File: src/rtl/seg_scan_ctrl.sv
// Time-multiplexed scan controller for an 8-digit seven-segment display.
// Holds the digit bank, steps the digit index, and drives decoder inputs with per-slot blanking.
module seg_scan_ctrl #(
  parameter int CLK_DIV      = 100000,
  parameter int BLANK_CYCLES = 1000
) (
  input  logic       clk,
  input  logic       rst,
  input  logic       enable,
  input  logic       wr_en,
  input  logic [2:0] wr_addr,
  input  logic [3:0] wr_data,
  input  logic [7:0] digit_mask,
  output logic       a,
  output logic       b,
  output logic       c,
  output logic       d,
  output logic       s1,
  output logic       s2,
  output logic       s3,
  output logic       blank,
  output logic       frame_tick
);

  typedef enum logic {
    IDLE = 1'b0,
    SCAN = 1'b1
  } state_e;

  localparam int CNT_W = (CLK_DIV > 2) ? $clog2(CLK_DIV) : 1;
  localparam logic [CNT_W-1:0] CNT_LAST  = CNT_W'(CLK_DIV - 1);
  localparam logic [CNT_W-1:0] BLANK_END = CNT_W'(BLANK_CYCLES);

  state_e           state_q, state_d;
  logic [2:0]       idx_q, idx_d;
  logic [CNT_W-1:0] cnt_q, cnt_d;
  logic [7:0]       mask_q, mask_d;
  logic [3:0]       bank_q [8];
  logic [3:0]       bank_d [8];

  logic [3:0]       data_q, data_d;
  logic [2:0]       sel_q, sel_d;
  logic             blank_q, blank_d;
  logic             tick_q, tick_d;
  logic             wrap;

  // Outputs are registered from the next-state values, so they change on the
  // same edge as the state they describe and carry no input-to-output path.
  always_comb begin
    // NOTE: every signal gets a default before any branch; a path that leaves
    // one unassigned would infer a latch.
    state_d = state_q;
    idx_d   = idx_q;
    cnt_d   = cnt_q;
    mask_d  = mask_q;
    bank_d  = bank_q;
    wrap    = 1'b0;

    if (wr_en) bank_d[wr_addr] = wr_data;

    case (state_q)
      IDLE: begin
        if (enable) begin
          state_d = SCAN;
          idx_d   = 3'd0;
          cnt_d   = '0;
          mask_d  = digit_mask;
        end
      end
      SCAN: begin
        if (!enable) begin
          state_d = IDLE;
          idx_d   = 3'd0;
          cnt_d   = '0;
        end else if (cnt_q == CNT_LAST) begin
          cnt_d = '0;
          idx_d = idx_q + 3'd1;
          if (idx_q == 3'd7) begin
            wrap   = 1'b1;
            mask_d = digit_mask;
          end
        end else begin
          cnt_d = cnt_q + 1'b1;
        end
      end
    endcase

    data_d  = 4'd0;
    sel_d   = 3'd0;
    blank_d = 1'b1;
    tick_d  = 1'b0;
    if (state_d == SCAN) begin
      sel_d   = idx_d;
      data_d  = bank_d[idx_d];
      blank_d = (cnt_d < BLANK_END) | ~mask_d[idx_d];
      tick_d  = wrap;
    end
  end

  // NOTE: sequential state uses non-blocking assignments only, so every
  // register samples the values from before the edge.
  always_ff @(posedge clk) begin
    if (rst) begin
      state_q <= IDLE;
      idx_q   <= 3'd0;
      cnt_q   <= '0;
      mask_q  <= 8'hFF;
      // NOTE: the bank is reset on purpose because reads must return zero after
      // reset; this keeps it as flops rather than RAM, acceptable at 8x4 bits.
      for (int i = 0; i < 8; i++) bank_q[i] <= 4'd0;
      data_q  <= 4'd0;
      sel_q   <= 3'd0;
      blank_q <= 1'b1;
      tick_q  <= 1'b0;
    end else begin
      state_q <= state_d;
      idx_q   <= idx_d;
      cnt_q   <= cnt_d;
      mask_q  <= mask_d;
      for (int i = 0; i < 8; i++) bank_q[i] <= bank_d[i];
      data_q  <= data_d;
      sel_q   <= sel_d;
      blank_q <= blank_d;
      tick_q  <= tick_d;
    end
  end

  assign {a, b, c, d}  = data_q;
  assign {s1, s2, s3}  = sel_q;
  assign blank         = blank_q;
  assign frame_tick    = tick_q;

endmodule
File: config.mk
export PLATFORM = sky130hd
export DESIGN_NAME = seg_scan_ctrl
export DESIGN_NICKNAME = d
export VERILOG_FILES = /design/src/rtl/seg_scan_ctrl.sv
export SDC_FILE = /design/constraint.sdc
export NUM_CORES = 1
export LEC_CHECK = 0
export BUFFER_PORTS_ARGS = -buffer_cell sky130_fd_sc_hd__buf_4
export CORE_ASPECT_RATIO = 0.8
export CORE_MARGIN = 5
export CORE_UTILIZATION = 54
export CTS_CLUSTER_SIZE = 28
export DETAILED_ROUTE_END_ITERATION = 6
export PLACE_DENSITY_LB_ADDON = 0.1
export SLEW_MARGIN = 40
export SYNTH_ARGS = -nofsm -noshare
export SYNTH_HDL_FRONTEND = slang
export SYNTH_SLANG_ARGS = --single-unit
File: constraint.sdc
create_clock -name clk -period 3.3 [get_ports clk]
set_input_delay 0.165 -clock clk [delete_from_list [all_inputs] [get_ports clk]]
set_output_delay 0.165 -clock clk [all_outputs]
set_load 0.01 [all_outputs]
After elaboration in Yosys (flattened, before gate mapping)

Cells that the tools add are included.

$add $sub $neg: 2
Order comparisons: 5
Equality and inequality tests: 2
Mux-type cells: 24
Bitwise operators: 8
Reduce and logical (&&, ||, !) cells: 3

Operator list:

| kind                  | count |
|---|---|
| $mux 17               | 3 |
| $pmux 17 s2           | 1 |
| $bwmux 32             | 1 |
| $mux 32               | 1 |
| $mux 8                | 4 |
| $add 17x1->17 const B | 1 |
| $eq 17x17->1 const B  | 1 |
| $lt 17x10->1 const B  | 1 |
| $pmux 8 s2            | 1 |
| $bmux 4 s3            | 1 |
| $demux 4 s3           | 1 |
| $mux 4                | 3 |
| $mux 3                | 3 |
| $ge 4x4->1 const B    | 2 |
| $not 3->4             | 2 |
| $pmux 3 s2            | 1 |
| $not 1->1             | 5 |
| $reduce_or 5->1       | 1 |
| $lt 3x4->1 const B    | 1 |
| $lt 4x1->1 const B    | 1 |
| $add 3x1->3 const B   | 1 |
| $bmux 1 s3            | 1 |
| $eq 3x3->1 const B    | 1 |
| $mux 1                | 3 |
| other kinds (3)       | 3 |

Register bits after elaboration: 70
Output and inout port bits: 9
Logic and storage cells: 60

Longest topological paths before layout

Depth after elaboration: 10
Gate-level depth with buffers: 11
Depth with buffers taken out: 8

Least setup slack after synthesis

Ideal clock, no wire load.

Kind: reg2reg
Start point: register cnt_q[0]
End point: register data_q[2]
Arrival: 2251 ps
Required time: 3163 ps
Slack: 912 ps
Cell stages (with the launch flop): 11
Buffers on the path: 2
Period minus slack after synthesis: 2388 ps
Path through: dfxtp_1 -> ha_1 -> and3_1 -> and4_1 -> buf_6 -> nand4_4 -> buf_6 -> a311oi_1 -> a211oi_1 -> o41ai_1 -> a41oi_1

Longest elaborated chain between the ends: 8

Ends and longest elaborated chain:

| item                                      | line | source |
|---|---|---|
| from (decl)                               | 36   | `logic [CNT_W-1:0] cnt_q, cnt_d;` |
| from (signal assigned)                    | 118  | `cnt_q <= cnt_d;` |
| $eq 17x17->1                              | 75   | `end else if (cnt_q == CNT_LAST) begin` |
| $mux 3                                    | 75   |  |
| $mux 3                                    | 71   | `if (!enable) begin` |
| $pmux 3 s2                                | 61   | `case (state_q)` |
| $not 3->4 (implied by the code)           | 94   | `data_d = bank_d[idx_d];` |
| $bmux 4 s3                                | 94   |  |
| $mux 4 (implied by the code) (2 in a row) | 94   |  |
| to (signal assigned)                      | 121  | `data_q <= data_d;` |
| to (decl)                                 | 41   | `logic [3:0] data_q, data_d;` |

No other way between the ends. The select of a mux whose other input is x is not followed.
A chain may end at the register's enable or synchronous reset.

Final worst setup path

Same ends and word-level chain as after synthesis.

==> metrics.log <==
INFO  metric status = complete, no violations
INFO  metric dpl.hpwl = 8280 microns
INFO  metric max-slew-margin-rel = 0.521
INFO  metric avgViaCountPerCell = 6.48
INFO  metric rr_endpoint = data_q[2]$_SDFF_PP0_
INFO  metric synth-edff-count = 0
INFO  metric synth.area.top_cells = sky130_fd_sc_hd__dfxtp_1 35%, sky130_fd_sc_hd__nand2_1 7.7%, sky130_fd_sc_hd__nor2_1 5.8%
INFO  metric htreeDepth = 3
INFO  metric synth_largest_type_area_fraction = 0.346
INFO  metric synth-async-reset-ratio = 0
INFO  metric cts_hold_repair.buffers = 0
INFO  metric grt_antenna_before_repair = 0
INFO  metric rsz0062_at_grt = false
INFO  metric cell_leakage_power = 1.52 nW
INFO  metric cts_buffer_depth = 2
INFO  metric worst-slew-pin-transition = 0.719 ns
INFO  metric vias_in_the_first_global_route = 3560
INFO  metric worst-endpoint-required = 3.52 ns
INFO  metric coreArea = 0.00736 sq mm
INFO  metric grt_pass1_wl = 19100 microns
INFO  metric clock_insertion_delay_worst_skew = 0.35 ns
INFO  metric synth_area_per_inst = 7.90 sq um
INFO  metric postCtsSetupRepairBufs = 0
INFO  metric r2r-start = cnt_q[0]$_SDFFE_PP0P_
INFO  metric insertedDiodeCount = 0
INFO  metric fmaxAchievable = 343 MHz
INFO  metric hold_viol_final = 0
INFO  metric row_count = 28
INFO  metric number_of_buffers_created_by_cts = 9
INFO  metric detailroute.via_count = 4030
INFO  metric synthesis.area = 0.00406 sq mm
INFO  metric floorplan.die.width = 107 microns
INFO  metric power.density = 402 mW/mm^2
INFO  metric synthesis.nets = 535
INFO  metric hp-start = digit_mask[0]
INFO  metric vdd.ir_drop.worst = 0.000249 V
INFO  metric fin_area = 0.00449 sq mm
INFO  metric yosys_warnings = 0
INFO  metric synthCells = 513
INFO  metric yosysMostFrequentCell = sky130_fd_sc_hd__nand2_1
INFO  metric yosys_register_bits = 70
INFO  metric areaGrowthSynthToFinish = 10.6%
INFO  metric criticalPathCategory = reg -> reg
INFO  metric cts_resized = 0
INFO  metric postRouteAntennaNets = 0
INFO  metric cts.root.buffer_cell = sky130_fd_sc_hd__clkbuf_8
INFO  metric critical_path.endpoint_type = register
INFO  metric globalRouteMet1Util = 0.398
INFO  metric floorplan.initialDensity = 0.551
INFO  metric worstRegToRegCells = 9
INFO  metric crit_slowest_cell = sky130_fd_sc_hd__and4_1
INFO  metric floorplan.die_area = 0.00935 sq mm
INFO  metric postPlaceCellArea = 0.00426 sq mm
INFO  metric largest_net_degree_at_the_start_of_global_routing = 65
INFO  metric reg2reg_setup_slack = 0.39 ns
INFO  metric ys.flop_type = sky130_fd_sc_hd__dfxtp_1
INFO  metric final.min_clock_period = 2.91 ns
INFO  metric io-pin-count = 28
INFO  metric synthTopCellsByCount = 83 x sky130_fd_sc_hd__nand2_1, 70 x sky130_fd_sc_hd__dfxtp_1, 63 x sky130_fd_sc_hd__nor2_1, 43 x sky130_fd_sc_hd__a21oi_1, 27 x sky130_fd_sc_hd__a211oi_1
INFO  metric post_synth_num_cell_types = 56
INFO  metric type_of_the_tightest_min_delay_check = in -> reg
INFO  metric drt-wirelength-per-cell = 18.9 microns
INFO  metric global_route.overflow_total = 0
INFO  metric gpl.final_weighted_congestion = 0.939
INFO  metric setup_viol = 0
INFO  metric cap_violations = 0
INFO  metric placement.setup.worst_slack = 0.326 ns
INFO  metric grt-busiest-layer = met1
INFO  metric worst_ep_arrival_time = 3.13 ns
INFO  metric whs_endpoint = mask_q[0]$_SDFF_PP1_
INFO  metric setup_slack = 0.388 ns
INFO  metric setup.worst_path.start_class = register
INFO  metric synth_area_leader_cell = sky130_fd_sc_hd__dfxtp_1
INFO  metric finalNetCount = 549
INFO  metric seq_area_frac_synth = 0.346
INFO  metric grtUsageMet2 = 0.371
INFO  metric drt_first_pass_iters = 6
INFO  metric slew_viol_final = 0
INFO  metric drtIter0Drc = 455
INFO  metric grt_util_all_layers = 0.260
INFO  metric dieHeight = 87.5 microns
INFO  metric detail_route.wirelength = 11700 microns
INFO  metric final_util = 0.610
INFO  metric critical-path-max-stage-delay = 0.43 ns
INFO  metric clk_transition_reported_paths = 0.08 ns
INFO  metric finClkSkew = 0.00968 ns
INFO  metric drive_gt1_frac = 0.141
INFO  metric drc_errors = 0
INFO  metric cts_tree = yes
INFO  metric fin_hold_ws = 0.0599 ns
INFO  metric portBuffers = 27
INFO  metric cts.sink_count = 70
INFO  metric whs_path_depth = 3
INFO  metric setup_total_negative_slack = 0 ns
INFO  metric timing.critical_path.fanout_max = 6
INFO  metric groute.layer.met3.usage = 0.0578
INFO  metric post-route-period-util = 0.882
INFO  metric crit_path_cell_trace = ha_1, and3_1, and4_1, nand2_2, a221oi_4, buf_4, a211oi_1, o41ai_1, a41oi_1
-- report_power, final --
part           leakage [nW]  switching (mW)  internal [mW]
Sequential            0.567         0.00963          0.860
Combinational         0.844          0.0891         0.0487
Clock                 0.106           0.368          0.428
-- worst max-delay path: cells and delay by family, from the launching register on --
kind                     cells  cell delay (ns)
buffers and inverters        1             0.21
adder cells (fa/ha/maj)      1             0.26
flip-flops                   1             0.39
AND/OR/NAND/NOR              3             0.90
AO/OA/AOI/OAI                4             1.01
-- worst max-delay path by stage --
stage,start,end,slack [ns],cells after the start
global placement,cnt_q[0]$_SDFFE_PP0P_,data_q[3]$_SDFF_PP0_,0.40,8
floorplan,cnt_q[0]$_SDFFE_PP0P_,data_q[2]$_SDFF_PP0_,0.91,10
global route,cnt_q[0]$_SDFFE_PP0P_,data_q[0]$_SDFF_PP0_,0.21,9
finish,cnt_q[0]$_SDFFE_PP0P_,data_q[2]$_SDFF_PP0_,0.39,9
detailed placement,cnt_q[0]$_SDFFE_PP0P_,data_q[2]$_SDFF_PP0_,0.33,8
CTS,cnt_q[0]$_SDFFE_PP0P_,data_q[0]$_SDFF_PP0_,0.27,8
-- stage by stage --
step	power, mW	instances
after floorplan	0.976	513
after global placement	1.02	606
after detailed placement	1.02	606
after CTS	1.82	622
after global routing	1.87	622
final	1.80	622
-- registers in the layout, indices dropped and copies added (netlist names) --
name	cells
frame_tick	1
blank	1
cnt_q	17
idx_q	3
data_q	4
mask_q	8
state_q	1
sel_q	3
bank_q	32
-- per-layer routing --
metal / share of wire / up-vias
met5: 0 / -
met4: 0.0089 / 0
met3: 0.095 / 16
met2: 0.41 / 205
met1: 0.48 / 1876
li1: - / 1933
-- logic make-up after synthesis --
kind of cell | synth area share
compound gates | 0.259
xor+xnor | 0.00648
fa+ha+maj | 0.00926
buf+inv | 0.0574
flops | 0.346
mux | 0.0518
simple gates | 0.270
-- layout by cell type, fill, tap and decap left out, types with 3 or more instances in the layout --
cell,netlist,final
sky130_fd_sc_hd__nand4_1,7,7
sky130_fd_sc_hd__o32ai_1,3,3
sky130_fd_sc_hd__or2_2,3,3
sky130_fd_sc_hd__a32oi_1,5,5
sky130_fd_sc_hd__a311oi_1,20,20
sky130_fd_sc_hd__mux2i_1,21,21
sky130_fd_sc_hd__o21ai_0,13,13
sky130_fd_sc_hd__a211oi_1,27,27
sky130_fd_sc_hd__dfxtp_1,70,70
sky130_fd_sc_hd__a21oi_1,43,43
sky130_fd_sc_hd__nand2b_1,16,16
sky130_fd_sc_hd__ha_1,3,3
sky130_fd_sc_hd__nor3_1,19,18
sky130_fd_sc_hd__nor4_1,6,6
sky130_fd_sc_hd__nor2_1,63,63
sky130_fd_sc_hd__buf_4,4,42
sky130_fd_sc_hd__clkbuf_8,0,9
sky130_fd_sc_hd__nand3_1,12,12
sky130_fd_sc_hd__a31oi_1,4,4
sky130_fd_sc_hd__o41ai_1,5,5
sky130_fd_sc_hd__nand2_1,83,83
sky130_fd_sc_hd__nor2b_1,6,6
sky130_fd_sc_hd__xor2_1,3,3
sky130_fd_sc_hd__a41oi_1,5,5
-- layout make-up --
| class | instances | area, sq um |
|---|---|---|
| Tap cell | 90 | 113 |
| Fill cell | 673 | 2870 |
| Inverter | 2 | 7.51 |
| Sequential cell | 70 | 1400 |
| Clock buffer | 9 | 124 |
| Timing Repair Buffer | 42 | 315 |
| Multi-Input combinational cell | 402 | 2430 |
| Clock inverter | 7 | 97.6 |
Power figures use the tool's default switching activity.
